[config.mk]
export PLATFORM = sky130hd
export DESIGN_NAME = key_pulse_conditioner
export DESIGN_NICKNAME = d
export VERILOG_FILES = /design/src/rtl/key_pulse_conditioner.sv
export SDC_FILE = /design/constraint.sdc
export NUM_CORES = 1
export LEC_CHECK = 0
export ABC_AREA = 1
export CAP_MARGIN = 20
export CELL_PAD_IN_SITES_DETAIL_PLACEMENT = 2
export CELL_PAD_IN_SITES_GLOBAL_PLACEMENT = 2
export CORE_AREA = 2 2 81 83
export DETAILED_ROUTE_END_ITERATION = 12
export DIE_AREA = 0 0 83 85
export PLACE_DENSITY = 0.78
export SETUP_SLACK_MARGIN = 0.05
export SYNTH_ARGS = -nofsm -noshare
export SYNTH_HDL_FRONTEND = slang
export SYNTH_SLANG_ARGS = --single-unit
[constraint.sdc]
create_clock -name clk -period 2.5 [get_ports clk]
set_input_delay 0.5 -clock clk [delete_from_list [all_inputs] [get_ports clk]]
set_output_delay 0.5 -clock clk [all_outputs]
set_load 0.01 [all_outputs]
[src/rtl/key_pulse_conditioner.sv]
// -----------------------------------------------------------------------------
// key_pulse_conditioner
//
// Turns a raw, bouncing, active-low pushbutton into clean single-clock events
// for the 4-bit counter. The button is brought into the clk domain, debounced,
// and presented to the counter as a one-cycle count enable, so the key is
// never used as a clock.
//
// Parameters:
//   DEBOUNCE_CYCLES : consecutive stable samples needed to accept a press or
//                     a release (>= 2)
//   REPEAT_DELAY    : cycles held in HELD before the first auto-repeat pulse
//   REPEAT_RATE     : cycles between later auto-repeat pulses
//
// Ports:
//   clk      in  : system clock, rising edge
//   areset   in  : asynchronous, active-high reset
//   key_n    in  : raw pushbutton, 0 = pressed, asynchronous to clk
//   pulse    out : one-cycle strobe per accepted press (and per repeat)
//   pressed  out : debounced level, 1 while the key is accepted as held
//   released out : one-cycle strobe per accepted release
//
// Build option:
//   KEY_AUTOREPEAT_EN : when defined, holding the key produces repeat pulses
//                       after REPEAT_DELAY and then every REPEAT_RATE cycles.
//                       When undefined, exactly one pulse per press and the
//                       repeat timing logic is not built at all.
// -----------------------------------------------------------------------------
module key_pulse_conditioner #(
  parameter int DEBOUNCE_CYCLES = 250000,
  parameter int REPEAT_DELAY    = 25000000,
  parameter int REPEAT_RATE     = 5000000
) (
  input  logic clk,
  input  logic areset,
  input  logic key_n,
  output logic pulse,
  output logic pressed,
  output logic released
);

  // ---------------------------------------------------------------------------
  // Counter sizing: one counter serves both debounce windows and the repeat
  // timer, so it must hold the largest terminal value of the three.
  // ---------------------------------------------------------------------------
  localparam int MAX_DEB_DLY = (DEBOUNCE_CYCLES > REPEAT_DELAY) ? DEBOUNCE_CYCLES
                                                               : REPEAT_DELAY;
  localparam int MAX_ALL     = (MAX_DEB_DLY > REPEAT_RATE) ? MAX_DEB_DLY
                                                           : REPEAT_RATE;
  localparam int CNT_W       = $clog2(MAX_ALL + 1);

  typedef logic [CNT_W-1:0] cnt_t;

  localparam cnt_t CNT_ZERO = '0;
  localparam cnt_t CNT_ONE  = cnt_t'(1);
  localparam cnt_t CNT_MAX  = '1;
  localparam cnt_t DEB_TERM = cnt_t'(DEBOUNCE_CYCLES);

`ifdef KEY_AUTOREPEAT_EN
  localparam cnt_t DELAY_TERM = cnt_t'(REPEAT_DELAY);
  localparam cnt_t RATE_TERM  = cnt_t'(REPEAT_RATE);
`endif

  typedef enum logic [1:0] {
    IDLE      = 2'd0,
    DEB_PRESS = 2'd1,
    HELD      = 2'd2,
    DEB_REL   = 2'd3
  } state_t;

  // ---------------------------------------------------------------------------
  // Two-flop synchroniser. Both flops reset to 1 (key released) so a reset
  // never looks like a press; a key held through reset is seen as a fresh
  // falling edge once reset lifts.
  // ---------------------------------------------------------------------------
  logic sync1;
  logic sync2;
  logic k;

  // NOTE: sequential state always uses non-blocking (<=) so every flop samples
  // the pre-edge value of every other flop, independent of statement order.
  always_ff @(posedge clk or posedge areset) begin
    if (areset) begin
      sync1 <= 1'b1;
      sync2 <= 1'b1;
    end else begin
      sync1 <= key_n;
      sync2 <= sync1;
    end
  end

  // Active-high, synchronised key level.
  assign k = ~sync2;

  // ---------------------------------------------------------------------------
  // State, counter and registered outputs.
  // ---------------------------------------------------------------------------
  state_t state;
  state_t state_d;
  cnt_t   cnt;
  cnt_t   cnt_d;
  cnt_t   cnt_inc;
  logic   pulse_d;
  logic   released_d;
  logic   pressed_d;

`ifdef KEY_AUTOREPEAT_EN
  // Set once the first repeat has fired, so the timer then compares against
  // REPEAT_RATE instead of REPEAT_DELAY.
  logic repeating;
  logic repeating_d;
`endif

  // Saturating increment: the counter parks at its maximum rather than
  // wrapping back to a value that could match a terminal count again.
  assign cnt_inc = (cnt == CNT_MAX) ? cnt : cnt + CNT_ONE;

  // cnt holds the number of consecutive qualifying samples taken so far in the
  // current window. The window completes on the edge whose sample brings the
  // count to its terminal value, which is why compares use cnt_inc: the
  // outputs are registered and must rise on that same edge.
  //
  // NOTE: every signal driven here gets a default before the case statement;
  // a path that leaves one unassigned would infer a latch.
  always_comb begin
    state_d     = state;
    cnt_d       = cnt;
    pulse_d     = 1'b0;
    released_d  = 1'b0;
`ifdef KEY_AUTOREPEAT_EN
    repeating_d = repeating;
`endif

    unique case (state)
      IDLE: begin
        cnt_d = CNT_ZERO;
        if (k) begin
          // This sample is the first stable one of the press window.
          state_d = DEB_PRESS;
          cnt_d   = CNT_ONE;
        end
      end

      DEB_PRESS: begin
        if (!k) begin
          // Bounce: abandon the window; the next low restarts it from zero.
          state_d = IDLE;
          cnt_d   = CNT_ZERO;
        end else if (cnt_inc == DEB_TERM) begin
          state_d     = HELD;
          cnt_d       = CNT_ZERO;
          pulse_d     = 1'b1;
`ifdef KEY_AUTOREPEAT_EN
          repeating_d = 1'b0;
`endif
        end else begin
          cnt_d = cnt_inc;
        end
      end

      HELD: begin
        if (!k) begin
          state_d = DEB_REL;
          cnt_d   = CNT_ONE;
        end else begin
`ifdef KEY_AUTOREPEAT_EN
          // Repeat timer measured from HELD entry; reloads on every repeat.
          if (cnt_inc == (repeating ? RATE_TERM : DELAY_TERM)) begin
            pulse_d     = 1'b1;
            cnt_d       = CNT_ZERO;
            repeating_d = 1'b1;
          end else begin
            cnt_d = cnt_inc;
          end
`else
          cnt_d = CNT_ZERO;
`endif
        end
      end

      DEB_REL: begin
        if (k) begin
          // Release bounce: back to HELD without a new pulse. The repeat
          // schedule starts over, first repeat again REPEAT_DELAY away.
          state_d     = HELD;
          cnt_d       = CNT_ZERO;
`ifdef KEY_AUTOREPEAT_EN
          repeating_d = 1'b0;
`endif
        end else if (cnt_inc == DEB_TERM) begin
          state_d    = IDLE;
          cnt_d      = CNT_ZERO;
          released_d = 1'b1;
        end else begin
          cnt_d = cnt_inc;
        end
      end

      default: begin
        state_d = IDLE;
        cnt_d   = CNT_ZERO;
      end
    endcase

    // Level output follows the next state so it rises with pulse and falls
    // with released on the same edge.
    pressed_d = (state_d == HELD) || (state_d == DEB_REL);
  end

  always_ff @(posedge clk or posedge areset) begin
    if (areset) begin
      state    <= IDLE;
      cnt      <= CNT_ZERO;
      pulse    <= 1'b0;
      pressed  <= 1'b0;
      released <= 1'b0;
    end else begin
      state    <= state_d;
      cnt      <= cnt_d;
      pulse    <= pulse_d;
      pressed  <= pressed_d;
      released <= released_d;
    end
  end

`ifdef KEY_AUTOREPEAT_EN
  always_ff @(posedge clk or posedge areset) begin
    if (areset) begin
      repeating <= 1'b0;
    end else begin
      repeating <= repeating_d;
    end
  end
`endif

  // ---------------------------------------------------------------------------
  // Output protocol properties.
  // ---------------------------------------------------------------------------
  a_pulse_release_exclusive : assert property (
    @(posedge clk) disable iff (areset) !(pulse && released));

  a_pulse_single_cycle : assert property (
    @(posedge clk) disable iff (areset) pulse |=> !pulse);

  a_released_single_cycle : assert property (
    @(posedge clk) disable iff (areset) released |=> !released);

endmodule

Word-level counts from Yosys, hierarchy flattened
Index checks and enable logic that the tools add are counted.
Word-level totals
  register bits: 32
  bits in latches: 0
  memory bits (writable): 0
  bits in read-only memories: 0
  input port bits: 3
  output and inout bits: 3
  word-level logic and storage cells: 36
  memories: 0
Operators by class
  $add $sub $neg: 1
  multiply operators: 0
  div/mod/pow operators: 0
  magnitude comparators: 0
  equal/unequal tests: 7
  shift-type cells: 0
  multiplexer cells: 19
  bitwise operators: 0
  reduce and logical (&&, ||, !) cells: 2
Operator list (number)
  25-bit two-way mux: 4
  25-bit one-hot mux with 4 select lines: 1
  25-bit by 1-bit adder with 25-bit output (second input constant): 1
  25-bit by 18-bit equality test with 1-bit output (second input constant): 1
  25-bit equality test (second input constant): 1
  2-bit two-way mux: 6
  2-bit equality test (second input constant): 4
  2-bit one-hot mux with 4 select lines: 1
  1-bit two-way mux: 7
  2-bit by 1-bit equality test with 1-bit output (second input constant): 1
  2-bit zero test: 1
  1-bit logical OR: 1

Logic depth before layout (Yosys ltp)
  depth after elaboration: 8
  depth in mapped cells: 16
  gate-level depth less buffers: 15

Worst setup path before layout
OpenSTA, ideal clock, no wires.
  path kind: register -> register
  from: reg cnt[0]
  to: reg cnt[6]
  setup time: 120 ps
  data arrival time: 1992 ps
  required time: 2380 ps
  slack: 387 ps
  stages on the path, launching flop included: 16
  path buffers: 1
  clock period less this slack: 2113 ps
  cells stage by stage: dfrtp_1 -> ha_1 -> inv_2 -> nor2_4 -> nand2_4 -> nor2_8 -> nand3_4 -> nand2_1 -> nand2_1 -> nor2_1 -> nand3_1 -> nor2_2 -> nand2_2 -> nand2_4 -> buf_8 -> nor2_2
On the way
  longest elaborated chain between the ends: 6
  elaborated cells between the ends (all ways): 8
  those cells by class: 1 x add/sub; 2 x eq/ne; 5 x mux
RTL lines
  start, declared: line 100  | cnt_t cnt;
  start signal, assigned: line 219  | cnt <= cnt_d;
  25-bit by 1-bit adder with 25-bit output or 25-bit equality test (tied branches): line 116  | assign cnt_inc = (cnt == CNT_MAX) ? cnt : cnt + CNT_ONE;
  25-bit two-way mux *: line 116
  25-bit by 18-bit equality test with 1-bit output: line 149, 190
  25-bit two-way mux *: line 149, 190
  25-bit two-way mux, on equally long branches: line 182, 145
  25-bit one-hot mux with 4 select lines *: line 134  | unique case (state)
  named net cnt_d[6]: line 101  | cnt_t cnt_d;
Mark *: on every way through the listed nets, which the timed path passes. The rest lies on a longest branch.

Worst setup path in the final report
  from: reg cnt[1]
  to: reg cnt[6]
The elaborated chain is that of the path after synthesis.

==> run_summary.xml <==
<?xml version="1.0" encoding="UTF-8"?>
<metrics>
  <group name="synthesis">
    <metric name="synth.area.top_cells" unit="">sky130_fd_sc_hd__dfrtp_1 (35%), sky130_fd_sc_hd__nand2_1 (15%), sky130_fd_sc_hd__nor2_2 (7.9%)</metric>
    <metric name="synth_cells" unit="">298</metric>
    <metric name="synth-warning-count" unit="">0</metric>
    <metric name="synth_seq_cells" unit="">32</metric>
    <metric name="synth.largest_area_cell" unit="">sky130_fd_sc_hd__dfrtp_1</metric>
    <metric name="post_synth_arst_share" unit="%">100.0</metric>
    <metric name="synth-edff-count" unit="">0</metric>
    <metric name="synth.lib_cells_used.distinct" unit="">29</metric>
    <metric name="post-synth-top-count-cell" unit="">sky130_fd_sc_hd__nand2_1</metric>
    <metric name="synth_fp_nets" unit="">302</metric>
    <metric name="synth_sequential_area_ratio" unit="%">37.50</metric>
    <metric name="synth.cell_area" unit="sq mm">0.002142</metric>
    <metric name="syn-mean-instance-area" unit="sq um">7.188</metric>
    <metric name="synth_common_cells" unit="">sky130_fd_sc_hd__nand2_1 (86), sky130_fd_sc_hd__nor2_1 (44), sky130_fd_sc_hd__inv_1 (36)</metric>
    <metric name="post-synth-top-area-fraction" unit="%">35.05</metric>
    <metric name="yosys_most_used_dff" unit="">sky130_fd_sc_hd__dfrtp_1</metric>
  </group>
  <group name="critical_path">
    <metric name="crit_chain" unit="">ha_4, inv_2, nor2_4, nand2_4, nor2_8, nand3_4, nand2_2, nand2_1, nor2_2, nand2_1, nor2_4, nand2_2, nand2_4, buf_12, nor2_2</metric>
    <metric name="critical_path.startpoint_type" unit="">flip-flop</metric>
    <metric name="critical_path_class" unit="">flip-flop to flip-flop</metric>
    <metric name="critical_path_peak_fanout" unit="">14</metric>
    <metric name="worstPathRequired" unit="ps">2670</metric>
    <metric name="critical_path_arrival" unit="ps">2520</metric>
    <metric name="worst_path_dominant_cell_family" unit="">simple AND/OR/NAND/NOR gates</metric>
    <metric name="timing.critical_path.to_type" unit="">flip-flop</metric>
    <metric name="timing.critical_path.slowest_cell_delay" unit="ps">430</metric>
    <metric name="path_buf_inv" unit="">2</metric>
    <metric name="crit_slowest_cell" unit="">sky130_fd_sc_hd__dfrtp_1</metric>
  </group>
  <group name="cells_and_area">
    <metric name="area.sequential" unit="sq um">808.3</metric>
    <metric name="syn2layout_area_growth" unit="%">18.46</metric>
    <metric name="insertedDiodeCount" unit="">0</metric>
    <metric name="final_nets" unit="">321</metric>
    <metric name="area_of_the_multi_input_gates" unit="sq mm">0.001222</metric>
    <metric name="layout_cell_share_with_drive_strength_beyond_1" unit="%">25.79</metric>
    <metric name="layout.cells.non_filler" unit="">395</metric>
    <metric name="fill_cells" unit="">751</metric>
    <metric name="final_design_area_no_fill" unit="sq mm">0.002537</metric>
  </group>
  <group name="pwr">
    <metric name="p_per_area" unit="mW/mm^2">456.1</metric>
    <metric name="worst_ir_drop_vdd" unit="uV">230.1</metric>
    <metric name="cellInternalPower" unit="uW">899.0</metric>
    <metric name="total_switching_power" unit="uW">258.4</metric>
    <metric name="power.leakage" unit="nW">1.098</metric>
    <metric name="clock_power_share" unit="%">48.8</metric>
    <metric name="seq_power_share" unit="%">45.8</metric>
    <metric name="swShare" unit="%">22.32</metric>
    <metric name="pwr-share-comb" unit="%">5.4</metric>
  </group>
  <group name="place">
    <metric name="io_buffer_count" unit="">5</metric>
    <metric name="place_area" unit="sq mm">0.002307</metric>
    <metric name="placement.setup.worst_slack" unit="ps">-14.31</metric>
    <metric name="gp_routability_congestion" unit="">0.8939</metric>
    <metric name="dpl.cell_count" unit="">384</metric>
    <metric name="hpwlAfterDp" unit="microns">5326</metric>
  </group>
  <group name="clock_tree">
    <metric name="max-clock-path-buffers" unit="">2</metric>
    <metric name="ctsHoldBuffers" unit="">0</metric>
    <metric name="clkLatencyLatePin" unit="ps">290</metric>
    <metric name="cts_sinks" unit="">32</metric>
    <metric name="htree_levels" unit="">2</metric>
    <metric name="cts_tree" unit="">done</metric>
    <metric name="cts-buffers-inserted" unit="">5</metric>
    <metric name="clk_root_buffer_cell" unit="">sky130_fd_sc_hd__clkbuf_8</metric>
    <metric name="clkSlewWorstSetupHoldPaths" unit="ps">80</metric>
  </group>
  <group name="route">
    <metric name="route.met3.wl" unit="microns">128</metric>
    <metric name="drc" unit="">0</metric>
    <metric name="detail_route.wirelength.met1" unit="microns">3325</metric>
    <metric name="dr_total_vias" unit="">2010</metric>
    <metric name="detail_route.first_pass.iterations" unit="">4</metric>
    <metric name="drt-vias-per-instance" unit="">5.089</metric>
    <metric name="drtAntennaViolNets" unit="">0</metric>
    <metric name="highest_layer_used_for_signal_routing" unit="">met4</metric>
    <metric name="routed_wl" unit="microns">7247</metric>
    <metric name="route.detailed.wl_per_inst" unit="microns">18.35</metric>
    <metric name="met2_length" unit="microns">3719</metric>
    <metric name="detail_route.iter0.violations" unit="">93</metric>
  </group>
  <group name="sta">
    <metric name="fmax" unit="GHz">0.4262</metric>
    <metric name="pins_over_slew_limit" unit="">0</metric>
    <metric name="period_share" unit="%">93.86</metric>
    <metric name="max-slew-margin-rel" unit="%">72.17</metric>
    <metric name="timing.clock.skew" unit="ps">8.992</metric>
    <metric name="final_period_minus_worst_setup_slack" unit="ps">2346</metric>
    <metric name="hold_viol" unit="">0</metric>
    <metric name="setup_failing_eps_final" unit="">0</metric>
    <metric name="tightestPinTransition" unit="ps">417.4</metric>
    <metric name="worst_slack" unit="ps">153.6</metric>
  </group>
  <group name="floorplan">
    <metric name="die_area" unit="sq mm">0.007055</metric>
    <metric name="starting_density_of_the_core" unit="%">34.52</metric>
    <metric name="dieHeight" unit="microns">85</metric>
    <metric name="core-area" unit="sq mm">0.006205</metric>
    <metric name="floorplan.die.width" unit="microns">83</metric>
    <metric name="row_count" unit="">29</metric>
    <metric name="ios" unit="">6</metric>
  </group>
  <group name="min_path">
    <metric name="worstHoldPathType" unit="">flip-flop to flip-flop</metric>
  </group>
  <group name="global_routing">
    <metric name="grt_overflow" unit="">0</metric>
    <metric name="global_route.usage.total" unit="%">21.42</metric>
    <metric name="grt_antenna_before_repair" unit="">0</metric>
    <metric name="grt_pass1_wl" unit="microns">11750</metric>
    <metric name="grt_pass1_vias" unit="">2188</metric>
    <metric name="grt_start_max_net_pins" unit="">33</metric>
  </group>
  <group name="job">
    <metric name="max_cap_viol_count" unit="">0</metric>
  </group>
  <group name="outcome">
    <metric name="run_status" unit="">complete, no violations</metric>
  </group>
</metrics>
-- worst paths after layout --
check | startpoint | slack [ps] | cells past startpoint | end
max in group asynchronous | areset | 1570 | 3 | cnt[12]$_DFF_PP0_
min in group asynchronous | areset | 590 | 3 | cnt[17]$_DFF_PP0_
setup reg to reg | cnt[1]$_DFF_PP0_ | 150 | 15 | cnt[6]$_DFF_PP0_
hold reg to reg | sync1$_DFF_PP1_ | 360 | 0 | sync2$_DFF_PP1_
setup / recovery | cnt[1]$_DFF_PP0_ | 150 | 15 | cnt[6]$_DFF_PP0_
hold / removal | sync1$_DFF_PP1_ | 360 | 0 | sync2$_DFF_PP1_
-- metal layers --
layer	GRT usage, %	up-vias
li1	-	950
met1	27.54	1032
met2	38.49	21
met3	3.016	7
met4	4.471	0
met5	0	-
-- sequential cells by signal (all words and copies together) (netlist names) --
name and flops:
sync1 1, pressed 1, state 2, cnt 25, sync2 1, released 1
pulse 1
-- area by class of cell --
class,instances,share of cell area [%]
clock buffer,7,3.797
clock inverter,1,1.183
inverter,37,5.473
multi-input combinational,226,48.18
sequential,32,31.85
tap,77,3.797
timing repair buffer,15,5.720
-- stage by stage --
| stage | total power, mW | hold slack (ps) | util, % | setup TNS (ps) |
|---|---|---|---|---|
| after floorplan | 0.5779 | 345.2 | - | 0 |
| after global placement | 0.5950 | 347.0 | 37.18 | 0 |
| after detailed placement | 0.5977 | 347.9 | 37.18 | -29.92 |
| after CTS | 1.154 | 358.5 | 39.79 | 0 |
| after global routing | 1.193 | 365.6 | 40.90 | -27.94 |
| final | 1.157 | 358.1 | 40.90 | 0 |
-- power by group through the flow --
stage	Combinational (mW)	Clock (mW)	Sequential [mW]
2_1_floorplan	0.0399	0	0.538
3_3_place_gp	0.0567	0	0.538
3_5_place_dp	0.0590	0	0.539
4_1_cts	0.0611	0.563	0.530
5_1_grt	0.0702	0.593	0.531
6_report	0.0622	0.565	0.530
-- repair_timing --
| item | in CTS | in global routing |
|---|---|---|
| endpoints found under the setup margin | 26 | 28 |
| setup buffers | 0 | 3 |
| gates resized for setup | 8 | 16 |
| pin swaps | 0 | 1 |
-- cells in the final DEF (no fill, tap or decap) --
master,netlist,routed
sky130_fd_sc_hd__buf_12,1,1
sky130_fd_sc_hd__nand3b_1,3,3
sky130_fd_sc_hd__nand2_1,86,84
sky130_fd_sc_hd__clkbuf_8,0,7
sky130_fd_sc_hd__o211ai_1,1,1
sky130_fd_sc_hd__nand3_4,1,1
sky130_fd_sc_hd__nand3_2,2,3
sky130_fd_sc_hd__dfrtp_2,0,4
sky130_fd_sc_hd__a21oi_1,3,3
sky130_fd_sc_hd__nand2_2,5,7
sky130_fd_sc_hd__bufinv_16,0,1
sky130_fd_sc_hd__o21bai_1,2,2
sky130_fd_sc_hd__o21a_1,1,1
sky130_fd_sc_hd__clkdlybuf4s50_1,0,5
sky130_fd_sc_hd__and2_1,1,1
sky130_fd_sc_hd__nand4_1,5,5
sky130_fd_sc_hd__dfstp_2,2,2
sky130_fd_sc_hd__or2_2,4,4
sky130_fd_sc_hd__ha_4,0,1
sky130_fd_sc_hd__xnor2_1,2,2
sky130_fd_sc_hd__nor2_1,44,37
sky130_fd_sc_hd__xor2_1,6,6
sky130_fd_sc_hd__nor2_4,2,7
sky130_fd_sc_hd__nor2_8,2,2
sky130_fd_sc_hd__inv_2,1,1
sky130_fd_sc_hd__inv_1,36,36
sky130_fd_sc_hd__nand3_1,25,24
sky130_fd_sc_hd__nor2_2,27,29
sky130_fd_sc_hd__dfrtp_1,30,26
sky130_fd_sc_hd__nand2_4,2,2
sky130_fd_sc_hd__o21ai_2,0,1
sky130_fd_sc_hd__buf_6,1,2
sky130_fd_sc_hd__buf_4,0,7
-- cell families after synthesis --
logic type | Yosys count | synth area share (%)
AOI/OAI and AO/OA | 8 | 2.336
buffers and inverters | 40 | 8.645
DFF | 32 | 37.50
adders and majority gates | 1 | 0.5840
and+or+nand+nor | 209 | 47.66
xor gates and xnor gates | 8 | 3.271
Power figures use the tool's default switching activity.
